**src/rtl/arb_sched_pkg.sv**
```systemverilog
// Shared types and constants for the KS10 backplane scheduler.
// Requester indices address the [0:2] vectors, so bit 0 is the CPU.
package arb_sched_pkg;

  localparam int WORD_W = 36;
  localparam int N_REQ  = 3;

  typedef logic [1:0]              idx_t;
  typedef logic [0:WORD_W-1]       word_t;
  typedef logic [0:N_REQ-1]        req_vec_t;
  typedef word_t [0:N_REQ-1]       word_vec_t;

  localparam idx_t REQ_CPU = 2'd0;
  localparam idx_t REQ_CSL = 2'd1;
  localparam idx_t REQ_UBA = 2'd2;

  typedef enum logic [1:0] {
    IDLE = 2'd0,
    BUSY = 2'd1,
    DONE = 2'd2
  } state_t;

  function automatic req_vec_t onehot(idx_t i);
    onehot    = '0;
    onehot[i] = 1'b1;
  endfunction

  // First requester found in the order a, b, c wins.
  function automatic req_vec_t pick_first(req_vec_t req, idx_t a, idx_t b, idx_t c);
    pick_first = '0;
    if (req[a])      pick_first[a] = 1'b1;
    else if (req[b]) pick_first[b] = 1'b1;
    else if (req[c]) pick_first[c] = 1'b1;
  endfunction

  function automatic word_t mux3(req_vec_t sel, word_vec_t w);
    return ({WORD_W{sel[REQ_CPU]}} & w[REQ_CPU]) |
           ({WORD_W{sel[REQ_CSL]}} & w[REQ_CSL]) |
           ({WORD_W{sel[REQ_UBA]}} & w[REQ_UBA]);
  endfunction

endpackage

```
**src/rtl/arb_sched_if.sv**
```systemverilog
// Bus bundle between the three masters, the memory port and the scheduler.
// master = requesters plus memory; slave = the scheduler itself.
interface arb_sched_if;
  import arb_sched_pkg::*;

  req_vec_t  req;
  word_vec_t req_addr;
  word_vec_t req_wdata;
  req_vec_t  ack;
  word_vec_t req_rdata;

  logic      mem_req;
  logic      mem_ack;
  word_t     mem_rdata;
  word_t     mem_wdata;
  word_t     addr;
  req_vec_t  gnt;
  logic      nxm;

  modport master (
    output req, req_addr, req_wdata, mem_ack, mem_rdata,
    input  ack, req_rdata, mem_req, mem_wdata, addr, gnt, nxm
  );

  modport slave (
    input  req, req_addr, req_wdata, mem_ack, mem_rdata,
    output ack, req_rdata, mem_req, mem_wdata, addr, gnt, nxm
  );

endinterface

```
**src/rtl/arb_sched_pick.sv**
```systemverilog
// Combinational winner selection: fixed UBA > CSL > CPU, or round-robin
// where the previous winner drops to lowest priority.
module arb_pick
  import arb_sched_pkg::*;
#(
  parameter bit RR = 1'b0
) (
  input  req_vec_t req,
  input  req_vec_t last,
  output req_vec_t gnt
);

  always_comb begin
    gnt = '0;
    if (!RR)                gnt = pick_first(req, REQ_UBA, REQ_CSL, REQ_CPU);
    else if (last[REQ_CSL]) gnt = pick_first(req, REQ_UBA, REQ_CPU, REQ_CSL);
    else if (last[REQ_UBA]) gnt = pick_first(req, REQ_CPU, REQ_CSL, REQ_UBA);
    else                    gnt = pick_first(req, REQ_CSL, REQ_UBA, REQ_CPU);
  end

endmodule

```
**src/rtl/arb_sched.sv**
```systemverilog
// Three-master scheduler for the single KS10 memory port with NXM timeout.
//   state | meaning
//   IDLE  | waiting for any request; grant latches address/data
//   BUSY  | memREQ held, waiting for memACK or timeout
//   DONE  | dead cycle after ack pulse, requests ignored
module arb_sched
  import arb_sched_pkg::*;
#(
  parameter bit RR  = 1'b0,
  parameter int TMO = 64
) (
  input logic        clk,
  input logic        rst,
  arb_sched_if.slave bus
);

  localparam int CNT_W = (TMO > 2) ? $clog2(TMO) : 1;
  localparam logic [CNT_W-1:0] CNT_LAST = CNT_W'(TMO - 1);

  if (TMO < 2) begin : g_bad_tmo
    $error("arb_sched: TMO=%0d is illegal, minimum is 2", TMO);
  end

  state_t           state_q, state_nx;
  req_vec_t         last_q, pick, gnt_q, ack_q;
  logic [CNT_W-1:0] cnt_q;
  logic             timeout, grant_en, finish, to_nxm;
  logic             mem_req_q, nxm_q;
  word_t            addr_q, wdata_q, ret;
  word_vec_t        rdata_q;

  arb_pick #(.RR(RR)) u_pick (
    .req  (bus.req),
    .last (last_q),
    .gnt  (pick)
  );

  assign timeout = (cnt_q == CNT_LAST);
  // A late acknowledge beats the timeout, so data is taken whenever ack is up.
  assign ret     = bus.mem_ack ? bus.mem_rdata : '0;

  always_ff @(posedge clk or negedge rst) begin
    if (!rst) state_q <= IDLE;
    else      state_q <= state_nx;
  end

  always_comb begin
    state_nx = state_q;
    unique case (state_q)
      IDLE:    if (|bus.req) state_nx = BUSY;
      BUSY:    if (bus.mem_ack || timeout) state_nx = DONE;
      DONE:    state_nx = IDLE;
      default: state_nx = IDLE;
    endcase
  end

  always_comb begin
    grant_en = 1'b0;
    finish   = 1'b0;
    to_nxm   = 1'b0;
    unique case (state_q)
      IDLE: grant_en = |bus.req;
      BUSY: begin
        finish = bus.mem_ack | timeout;
        to_nxm = timeout & ~bus.mem_ack;
      end
      default: ;
    endcase
  end

  always_ff @(posedge clk or negedge rst) begin
    if (!rst) begin
      gnt_q     <= '0;
      last_q    <= onehot(REQ_CPU);
      ack_q     <= '0;
      nxm_q     <= 1'b0;
      mem_req_q <= 1'b0;
      cnt_q     <= '0;
      addr_q    <= '0;
      wdata_q   <= '0;
      rdata_q   <= '0;
    end else begin
      ack_q <= '0;
      nxm_q <= 1'b0;
      if (grant_en) begin
        gnt_q     <= pick;
        last_q    <= pick;
        mem_req_q <= 1'b1;
        cnt_q     <= '0;
        addr_q    <= mux3(pick, bus.req_addr);
        wdata_q   <= mux3(pick, bus.req_wdata);
      end else if (finish) begin
        gnt_q     <= '0;
        ack_q     <= gnt_q;
        mem_req_q <= 1'b0;
        nxm_q     <= to_nxm;
        if (gnt_q[REQ_CPU]) rdata_q[REQ_CPU] <= ret;
        if (gnt_q[REQ_CSL]) rdata_q[REQ_CSL] <= ret;
        if (gnt_q[REQ_UBA]) rdata_q[REQ_UBA] <= ret;
      end else if (state_q == BUSY) begin
        cnt_q <= cnt_q + 1'b1;
      end
    end
  end

  assign bus.gnt       = gnt_q;
  assign bus.ack       = ack_q;
  assign bus.nxm       = nxm_q;
  assign bus.mem_req   = mem_req_q;
  assign bus.addr      = addr_q;
  assign bus.mem_wdata = wdata_q;
  assign bus.req_rdata = rdata_q;

endmodule
```
**src/flat_wrapper.sv**
```systemverilog
// flat-port wrapper written by rule: the top's interface ports become plain ports
module arb_sched_flat import arb_sched_pkg::*;
#(
  parameter bit RR  = 1'b0,
  parameter int TMO = 64
)
  (clk, rst, bus_req, bus_req_addr, bus_req_wdata, bus_mem_ack, bus_mem_rdata, bus_ack, bus_req_rdata, bus_mem_req, bus_mem_wdata, bus_addr, bus_gnt, bus_nxm);
  arb_sched_if bus_i ();
  input logic clk;
  input logic rst;
  input wire logic [$bits(bus_i.req)-1:0] bus_req;
  input wire logic [$bits(bus_i.req_addr)-1:0] bus_req_addr;
  input wire logic [$bits(bus_i.req_wdata)-1:0] bus_req_wdata;
  input wire logic [$bits(bus_i.mem_ack)-1:0] bus_mem_ack;
  input wire logic [$bits(bus_i.mem_rdata)-1:0] bus_mem_rdata;
  output wire logic [$bits(bus_i.ack)-1:0] bus_ack;
  output wire logic [$bits(bus_i.req_rdata)-1:0] bus_req_rdata;
  output wire logic [$bits(bus_i.mem_req)-1:0] bus_mem_req;
  output wire logic [$bits(bus_i.mem_wdata)-1:0] bus_mem_wdata;
  output wire logic [$bits(bus_i.addr)-1:0] bus_addr;
  output wire logic [$bits(bus_i.gnt)-1:0] bus_gnt;
  output wire logic [$bits(bus_i.nxm)-1:0] bus_nxm;
  assign bus_i.req = bus_req;
  assign bus_i.req_addr = bus_req_addr;
  assign bus_i.req_wdata = bus_req_wdata;
  assign bus_i.mem_ack = bus_mem_ack;
  assign bus_i.mem_rdata = bus_mem_rdata;
  assign bus_ack = bus_i.ack;
  assign bus_req_rdata = bus_i.req_rdata;
  assign bus_mem_req = bus_i.mem_req;
  assign bus_mem_wdata = bus_i.mem_wdata;
  assign bus_addr = bus_i.addr;
  assign bus_gnt = bus_i.gnt;
  assign bus_nxm = bus_i.nxm;
  arb_sched #(.RR(RR), .TMO(TMO)) u_core (.clk(clk), .rst(rst), .bus(bus_i));
endmodule
```
**config.mk**
```make
export PLATFORM = sky130hd
export DESIGN_NAME = arb_sched_flat
export DESIGN_NICKNAME = d
export VERILOG_FILES = /design/src/rtl/arb_sched_pkg.sv /design/src/rtl/arb_sched_if.sv /design/src/rtl/arb_sched_pick.sv /design/src/rtl/arb_sched.sv /design/src/flat_wrapper.sv
export SDC_FILE = /design/constraint.sdc
export NUM_CORES = 1
export LEC_CHECK = 0
export CORE_AREA = 5 5 169 171
export CTS_CLUSTER_SIZE = 30
export DETAILED_ROUTE_END_ITERATION = 6
export DIE_AREA = 0 0 174 176
export GPL_ROUTABILITY_DRIVEN = 1
export PLACE_DENSITY_LB_ADDON = 0.3
export RECOVER_POWER = 25
export SYNTH_ARGS = -nofsm -noshare
export SYNTH_HDL_FRONTEND = slang
export SYNTH_HIERARCHICAL = 1
export SYNTH_SLANG_ARGS = --single-unit
```
**constraint.sdc**
```tcl
create_clock -name clk -period 4.73 [get_ports clk]
set_input_delay 0.7095 -clock clk [delete_from_list [all_inputs] [get_ports clk]]
set_output_delay 0.7095 -clock clk [all_outputs]
set_load 0.1 [all_outputs]
```
Word-level counts from Yosys, hierarchy flattened
Cells that the tools add are included.
- bits in registers: 196
- input bits: 258
- output and inout bits: 188
- logic and storage cells: 64
- add/subtract/negate cells: 1
- equal/unequal tests: 5
- muxes and demuxes: 23
- bitwise operators: 14
- reduce and logical (&&, ||, !) cells: 10
- operators with widths (cell ; count):
    $and A36 B36 Y36 ; 6
    $or A36 B36 Y36 ; 4
    $mux W36 ; 1
    $mux W6 ; 3
    $mux W3 ; 4
    $mux W1 ; 11
    $reduce_and A3 Y1 ; 3
    $add A6 B1 Y6 const B ; 1
    $eq A6 B6 Y1 const B ; 1
    $mux W2 ; 3
    $ne A2 B1 Y1 const B ; 3
    $pmux W2 S2 ; 1
    $reduce_and A2 Y1 ; 2
    $reduce_bool A2 Y1 ; 2
    $reduce_or A3 Y1 ; 1
    $eq A2 B1 Y1 const B ; 1
    $logic_not A2 Y1 ; 1
    $not A1 Y1 ; 2
    $and A1 B1 Y1 ; 1
    $logic_or A1 B1 Y1 ; 1
    $or A1 B1 Y1 ; 1

Depth between registers and ports, before layout
Gate-level depths: netlist of the first run.
- word-level depth: 6
- depth in mapped cells: 7
- depth with buffers taken out: 5

Cells and area by module
The synthesis of the first run kept the hierarchy.
- modules (own cells, without submodules) (module ; times used ; cells each ; area each (µm²) ; seq. area each (µm²)):
    arb_sched ; 1 ; 680 ; 8177.8 ; 4981.0
    arb_pick ; 1 ; 3 ; 26.3 ; 0.0

Worst setup path before layout of the first run
OpenSTA, ideal clock, no wires.
- path type: input-to-reg
- start point: input port bus_req[1]
- end point: register u_core.addr_q[7], in the netlist u_core/bus.addr[7]
- library setup time: 83 ps
- arrival time: 1698 ps
- data required time: 4647 ps
- path slack: 2949 ps
- stages: 5
- path buffers: 2
- cells stage by stage: nor3b_2 -> clkbuf_1 -> clkbuf_1 -> a222oi_1 -> o21ai_0
- cells in the longest elaborated chain, start to end: 5
- elaborated cells on any way between the ends: 9
- those cells by class: mux (4); bitwise (4); reduce/logical (1)
- RTL lines (item ; line ; source):
    from (decl) ; flat_wrapper.sv:11 ; input wire logic [$bits(bus_i.req)-1:0] bus_req;
    $mux W1 ; arb_sched_pkg.sv:32 ; else if (req[b]) pick_first[b] = 1'b1;
    $mux W2 ; arb_sched_pkg.sv:31 ; if (req[a]) pick_first[a] = 1'b1;
    $and A36 B36 Y36 (on tied branches) ; arb_sched_pkg.sv:37, arb_sched_pkg.sv:38 ;
    $or A36 B36 Y36 ; arb_sched_pkg.sv:37 ; return ({WORD_W{sel[REQ_CPU]}} & w[REQ_CPU]) |
    $or A36 B36 Y36 ; arb_sched_pkg.sv:38 ; ({WORD_W{sel[REQ_CSL]}} & w[REQ_CSL]) |
    to (signal assigned) ; arb_sched.sv:90 ; addr_q <= mux3(pick, bus.req_addr);
    to (decl) ; arb_sched.sv:29 ; word_t addr_q, wdata_q, ret;
Parallel ways exist; a longest one is shown, timed or not.
A chain may end at the register's enable or synchronous reset.

==> flow_summary.toml, run 1 <==
[detailed_routing]
first_pass_iters = 7
vias = 7532
drc = 9
ant_nets = 0
wl_um = 31200
wl_per_cell_um = 21.8
viasPerCell = 5.25
drtIter0Drc = 856

[floorplanning]
core_um2 = 26700
std_cell_rows = 60
num_io_pins = 446
start_util = 0.303
die-area_um2 = 30600
die_w_um = 174
dieHeight_um = 176

[timing]
setup_violations = 0
slew_violations = 118
fin_crit_sh = 0.647
clock.fmax_ghz = 0.327
finClkSkew_ns = 0.0211
maxSlewHeadroom = -1.04
tns_ns = 0
post-route-min-period_ns = 3.06
worst-slew-pin-transition_ns = 3.05
hold_viol = 0
rsz0062_at_grt = "no"

[clocking]
post_cts_buffers = 0
cts.sinks = 196
cts_root_buf = "clkbuf_16"
ctsResizeCount = 0
path_clk_slew_ns = 0.07
cts_buffer_depth = 2
clkLatencyLatePin_ns = 0.43
cts_max_level = 4
cts_made_buffers = 17
cts_tree = "yes"
ctsHoldBuffers = 0

[logic_synthesis]
syn_avg_cell_area_um2 = 12.1
syn_nets = 930
synth_area_um2 = 8090
ys_warn_count = 6
synthCells = 671

[cells_and_area]
drive_above_1_share = 0.0514
fill_cells = 2386
final_nets = 1336
syn2layout_area_growth_pct = 64.4

[worst_hold_path]
holdPathStages = 2
min_to = "u_core/bus.addr[31]"
hold_class = "reg2reg"
hold_start = "u_core/bus.addr[31]"

[global_routing]
grt_max_degree = 119
grt_pass1_wl_um = 47500
grt_util_all_layers = 0.198
gr-usage-met3 = 0.0775
met1_usage = 0.249
grt.met2_usage = 0.314
grt_overflow = 0
antenna_found_initial = 3
grt.busiest_layer = "met2"
grt_pass1_vias = 7796

[setup_path]
startpoint_type = "primary input"
reg2reg_from = "u_core/state_q[1]"
end_kind = "asynchronous set/reset pin"
crit_required_ns = 4.59
slowest_stage = "clkbuf_2"
path_class = "in2async"
critPathBufInv = 1
cp_cell_sequence = "clkbuf_2"
crit_arrival_ns = 2.92
rr_worst_depth = 3
cpPeakStageDelay_ns = 2.11
critPathMaxFanout = 118
r2r_slack_ns = 2.13
critPathTopFamily = "buffers and inverters"
r2r-end = "u_core/bus.req_rdata[10]"

[outcome]
violations = "DRC, capacitance limit, slew limit"
status = "finished with violations"

[placement]
io_buffers = 445
hpwl_um = 22500
gp_congestion = 0.820

[flow_run]
max_cap_viol_count = 1
==> area by class of cell <==
type	count	area, um2	share of cell area
Sequential cell	196	4900	0.369
Multi-Input combinational cell	404	2800	0.210
Inverter	6	22.5	0.00169
Antenna cell	3	7.51	0.000564
Timing Repair Buffer	452	4520	0.340
Tap cell	341	427	0.0321
Clock buffer	18	439	0.0330
Clock inverter	14	186	0.0140
==> cells in the final DEF (no fill, tap or decap), drive strengths merged <==
| cell type | count |
|---|---|
| o21ai | 78 |
| o21bai | 1 |
| nor2b | 2 |
| dfrtp | 196 |
| nand3 | 7 |
| diode | 3 |
| clkinv | 8 |
| buf | 8 |
| a222oi | 72 |
| o2bb2ai | 108 |
| and2 | 1 |
| ha | 1 |
| and3 | 1 |
| nand2 | 114 |
| nor3 | 4 |
| o31ai | 1 |
| a211oi | 1 |
| nor3b | 2 |
| a22o | 3 |
| inv | 11 |
| a21oi | 2 |
| o211ai | 2 |
| or3 | 2 |
| clkdlybuf4s50 | 443 |
| bufinv | 1 |
| nand2b | 1 |
| a41oi | 1 |
| clkbuf | 19 |
==> worst reg2reg max path: stages, from the launching register on <==
cell       delay [ns]
dfrtp_1          0.48
nor2b_1          0.83
nand2_2          0.76
o2bb2ai_1        0.42
==> per-layer routing <==
layer | up-vias | routed length (um)
met5 | - | 0
met4 | 0 | 640
met3 | 32 | 3160
met2 | 376 | 14600
met1 | 3688 | 12800
li1 | 3436 | -
==> stage by stage <==
stage	setup slack (ns)	instances	hold WS (ns)	instance area, um2	util
6_report	1.67	1434	0.482	13300	0.498
5_1_grt	1.01	1434	0.499	13300	0.498
4_1_cts	1.90	1431	0.464	13300	0.498
3_5_place_dp	1.71	1399	0.469	12700	0.475
3_3_place_gp	1.75	1399	0.463	12700	0.475
2_1_floorplan	2.95	671	0.414	8090	-
==> sequential cells by signal, summed over array words and instances (netlist names) <==
name and count:
u_core/bus.gnt 3, u_core/bus.addr 36, u_core/bus.nxm 1, u_core/bus.req_rdata 108
u_core/bus.mem_req 1, u_core/state_q 2, u_core/bus.mem_wdata 36, u_core/cnt_q 6
u_core/bus.ack 3
==> worst max-delay path by stage <==
stage / start / endpoint / slack [ns] / depth (start not counted)
6_report: rst / u_core/bus.addr[15] / 1.67 / 1
5_1_grt: rst / u_core/bus.addr[16] / 1.01 / 1
4_1_cts: u_core/bus.gnt[1] / bus_gnt[1] / 1.90 / 1
3_5_place_dp: bus_req[1] / u_core/bus.mem_wdata[14] / 1.71 / 5
3_3_place_gp: bus_req[1] / u_core/bus.addr[29] / 1.75 / 5
2_1_floorplan: bus_req[1] / u_core/bus.addr[7] / 2.95 / 5
Power of run 1 is left out: the tool's default activity adds up to more than one toggle a clock period on the data nets, which glitch-free logic cannot reach.
==> run 2, diff against run 1 <==
--- a/config.mk
+++ b/config.mk
@@ -5,10 +5,10 @@
 export SDC_FILE = /design/constraint.sdc
 export NUM_CORES = 1
 export LEC_CHECK = 0
-export CORE_AREA = 5 5 169 171
+export CORE_AREA = 5 5 170 172
 export CTS_CLUSTER_SIZE = 30
 export DETAILED_ROUTE_END_ITERATION = 6
-export DIE_AREA = 0 0 174 176
+export DIE_AREA = 0 0 175 177
 export GPL_ROUTABILITY_DRIVEN = 1
 export PLACE_DENSITY_LB_ADDON = 0.3
 export RECOVER_POWER = 25
==> constraint.sdc (replaced) <==
create_clock -name clk -period 3.1 [get_ports clk]
set_input_delay 0.465 -clock clk [delete_from_list [all_inputs] [get_ports clk]]
set_output_delay 0.465 -clock clk [all_outputs]
set_load 0.1 [all_outputs]
==> run 2 against run 1 <==
Net effect:
- non-clock buffer count increased by 6
- critical path type is now in2reg
- setup slack got worse by 0.64 ns
- global-route usage rose by 0.17 points
- register-to-register slack worse by 1.1 ns
- via count increased by 0.31%
- flip-flop and latch count is the same
- worst hold slack improved by 0.0044 ns
- core utilization shrank 2.6 points
- clock skew barely moved
- final cell count increased by 0.77%
- the flow still finishes with violations (DRC, capacitance limit, slew limit)
- critical path depth increased by 4
==> flow_summary.toml, run 2 (same netlist as run 1, synthesis figures left out) <==
[outcome]
status = "finished with violations"
violations = "DRC, capacitance limit, slew limit"

[timing]
clock.fmax_ghz = 0.483
tns_ns = 0
setup_slack_ns = 1.03
fin_crit_sh = 0.668
post-route-min-period_ns = 2.07
slew_violations = 72
worst-slew-pin-transition_ns = 1.91
hold_viol = 0
rsz0062_at_grt = "no"
maxSlewHeadroom = -0.275
setup_violations = 0
finClkSkew_ns = 0.0211

[global_routing]
grt.met2_usage = 0.319
grt_pass1_vias = 7766
grt.busiest_layer = "met2"
gr-usage-met3 = 0.0639
grt_overflow = 0
grt_pass1_wl_um = 48300
met1_usage = 0.262
grt_util_all_layers = 0.199
antenna_found_initial = 4
grt_max_degree = 84

[detailed_routing]
drc = 20
drtIter0Drc = 787
ant_nets = 0
vias = 7555
viasPerCell = 5.23
wl_per_cell_um = 22.0
first_pass_iters = 7
wl_um = 31700

[floorplanning]
die-area_um2 = 31000
num_io_pins = 446
start_util = 0.296
std_cell_rows = 61
die_w_um = 175
core_um2 = 27300
dieHeight_um = 177

[placement]
place_area_um2 = 12300
gp_congestion = 0.861
dpl_worst_slack_ns = 0.630
io_buffers = 445
hpwl_um = 23200

[setup_path]
end_kind = "flop"
path_class = "in2reg"
crit_arrival_ns = 2.36
cp_cell_sequence = "clkdlybuf4s50_1 -> nor3_1 -> or3_4 -> buf_12 -> o21ai_0"
cpPeakStageDelay_ns = 0.50
slowest_stage = "nor3_1"
crit_required_ns = 3.39
critPathMaxFanout = 83
startpoint_type = "primary input"

[clocking]
cts.sinks = 196
cts_buffer_depth = 2
cts_made_buffers = 17
ctsHoldBuffers = 0
cts_root_buf = "clkbuf_16"
cts_max_level = 4
post_cts_buffers = 0
cts_tree = "yes"
clkLatencyLatePin_ns = 0.43
path_clk_slew_ns = 0.08
ctsResizeCount = 0

[cells_and_area]
final_nets = 1342
drive_above_1_share = 0.228
largest_reg_flops = 108
syn2layout_area_growth_pct = 59.3
fill_cells = 2516
multi_input_area_um2 = 2800
layout_commonest_cell = "clkdlybuf4s50_1"
design_area_um2 = 12900
postLayoutCoreUtil = 0.472
layout_common_cells = "255 x clkdlybuf4s50_1, 197 x buf_4, 196 x dfrtp_1, 111 x nand2_1, 108 x o2bb2ai_1"
final-seq-area_um2 = 4900

[flow_run]
max_cap_viol_count = 1

[worst_hold_path]
hold_class = "reg2reg"
## run 2: changes by cell type in the layout (fill, tap and decap cells not counted), moves of 2 or more
cell / change
buf_4: +192
clkdlybuf4s50_1: -188
inv_8: +3
buf_12: +2
clkinv_8: -2
## run 2: metrics by stage
stage,hold WS [ns],cells
6_report,0.486,1445
5_1_grt,0.503,1445
4_1_cts,0.0605,1442
3_5_place_dp,0.474,1410
3_3_place_gp,0.464,1410
2_1_floorplan,0.169,671
## run 2: final cells by class
type	count	area share
clock inverter	15	0.0142
antenna	3	0.000582
clock buffer	17	0.0330
multi-input combinational	404	0.217
timing repair buffer	458	0.320
tap	346	0.0336
inverter	6	0.00175
sequential	196	0.380
## run 2: worst paths after layout
kind,slack [ns],endpoint,start,cells after the start
max in group asynchronous,1.33,u_core/bus.req_rdata[20],rst,2
min reg2reg,0.49,u_core/bus.mem_wdata[12],u_core/bus.mem_wdata[12],2
max,1.03,u_core/bus.mem_wdata[16],bus_req[1],5
min,0.49,u_core/bus.mem_wdata[12],u_core/bus.mem_wdata[12],2
max reg2reg,1.06,u_core/bus.req_rdata[8],u_core/cnt_q[0],5
min in group asynchronous,0.56,u_core/bus.ack[1],rst,1
## run 2: metal layers
metal | routed length [um] | part of all wire
met2 | 15300 | 0.48
met3 | 2850 | 0.090
met1 | 13100 | 0.41
met4 | 468 | 0.015
met5 | 13 | 0.00041
## run 2: critical path, delay by kind of cell
family	cells	cell delay, ns
AND/OR/NAND/NOR	2	0.88
AO/OA/AOI/OAI	1	0.17
buffers and inverters	2	0.82
Power of run 2 is left out for the same reason.
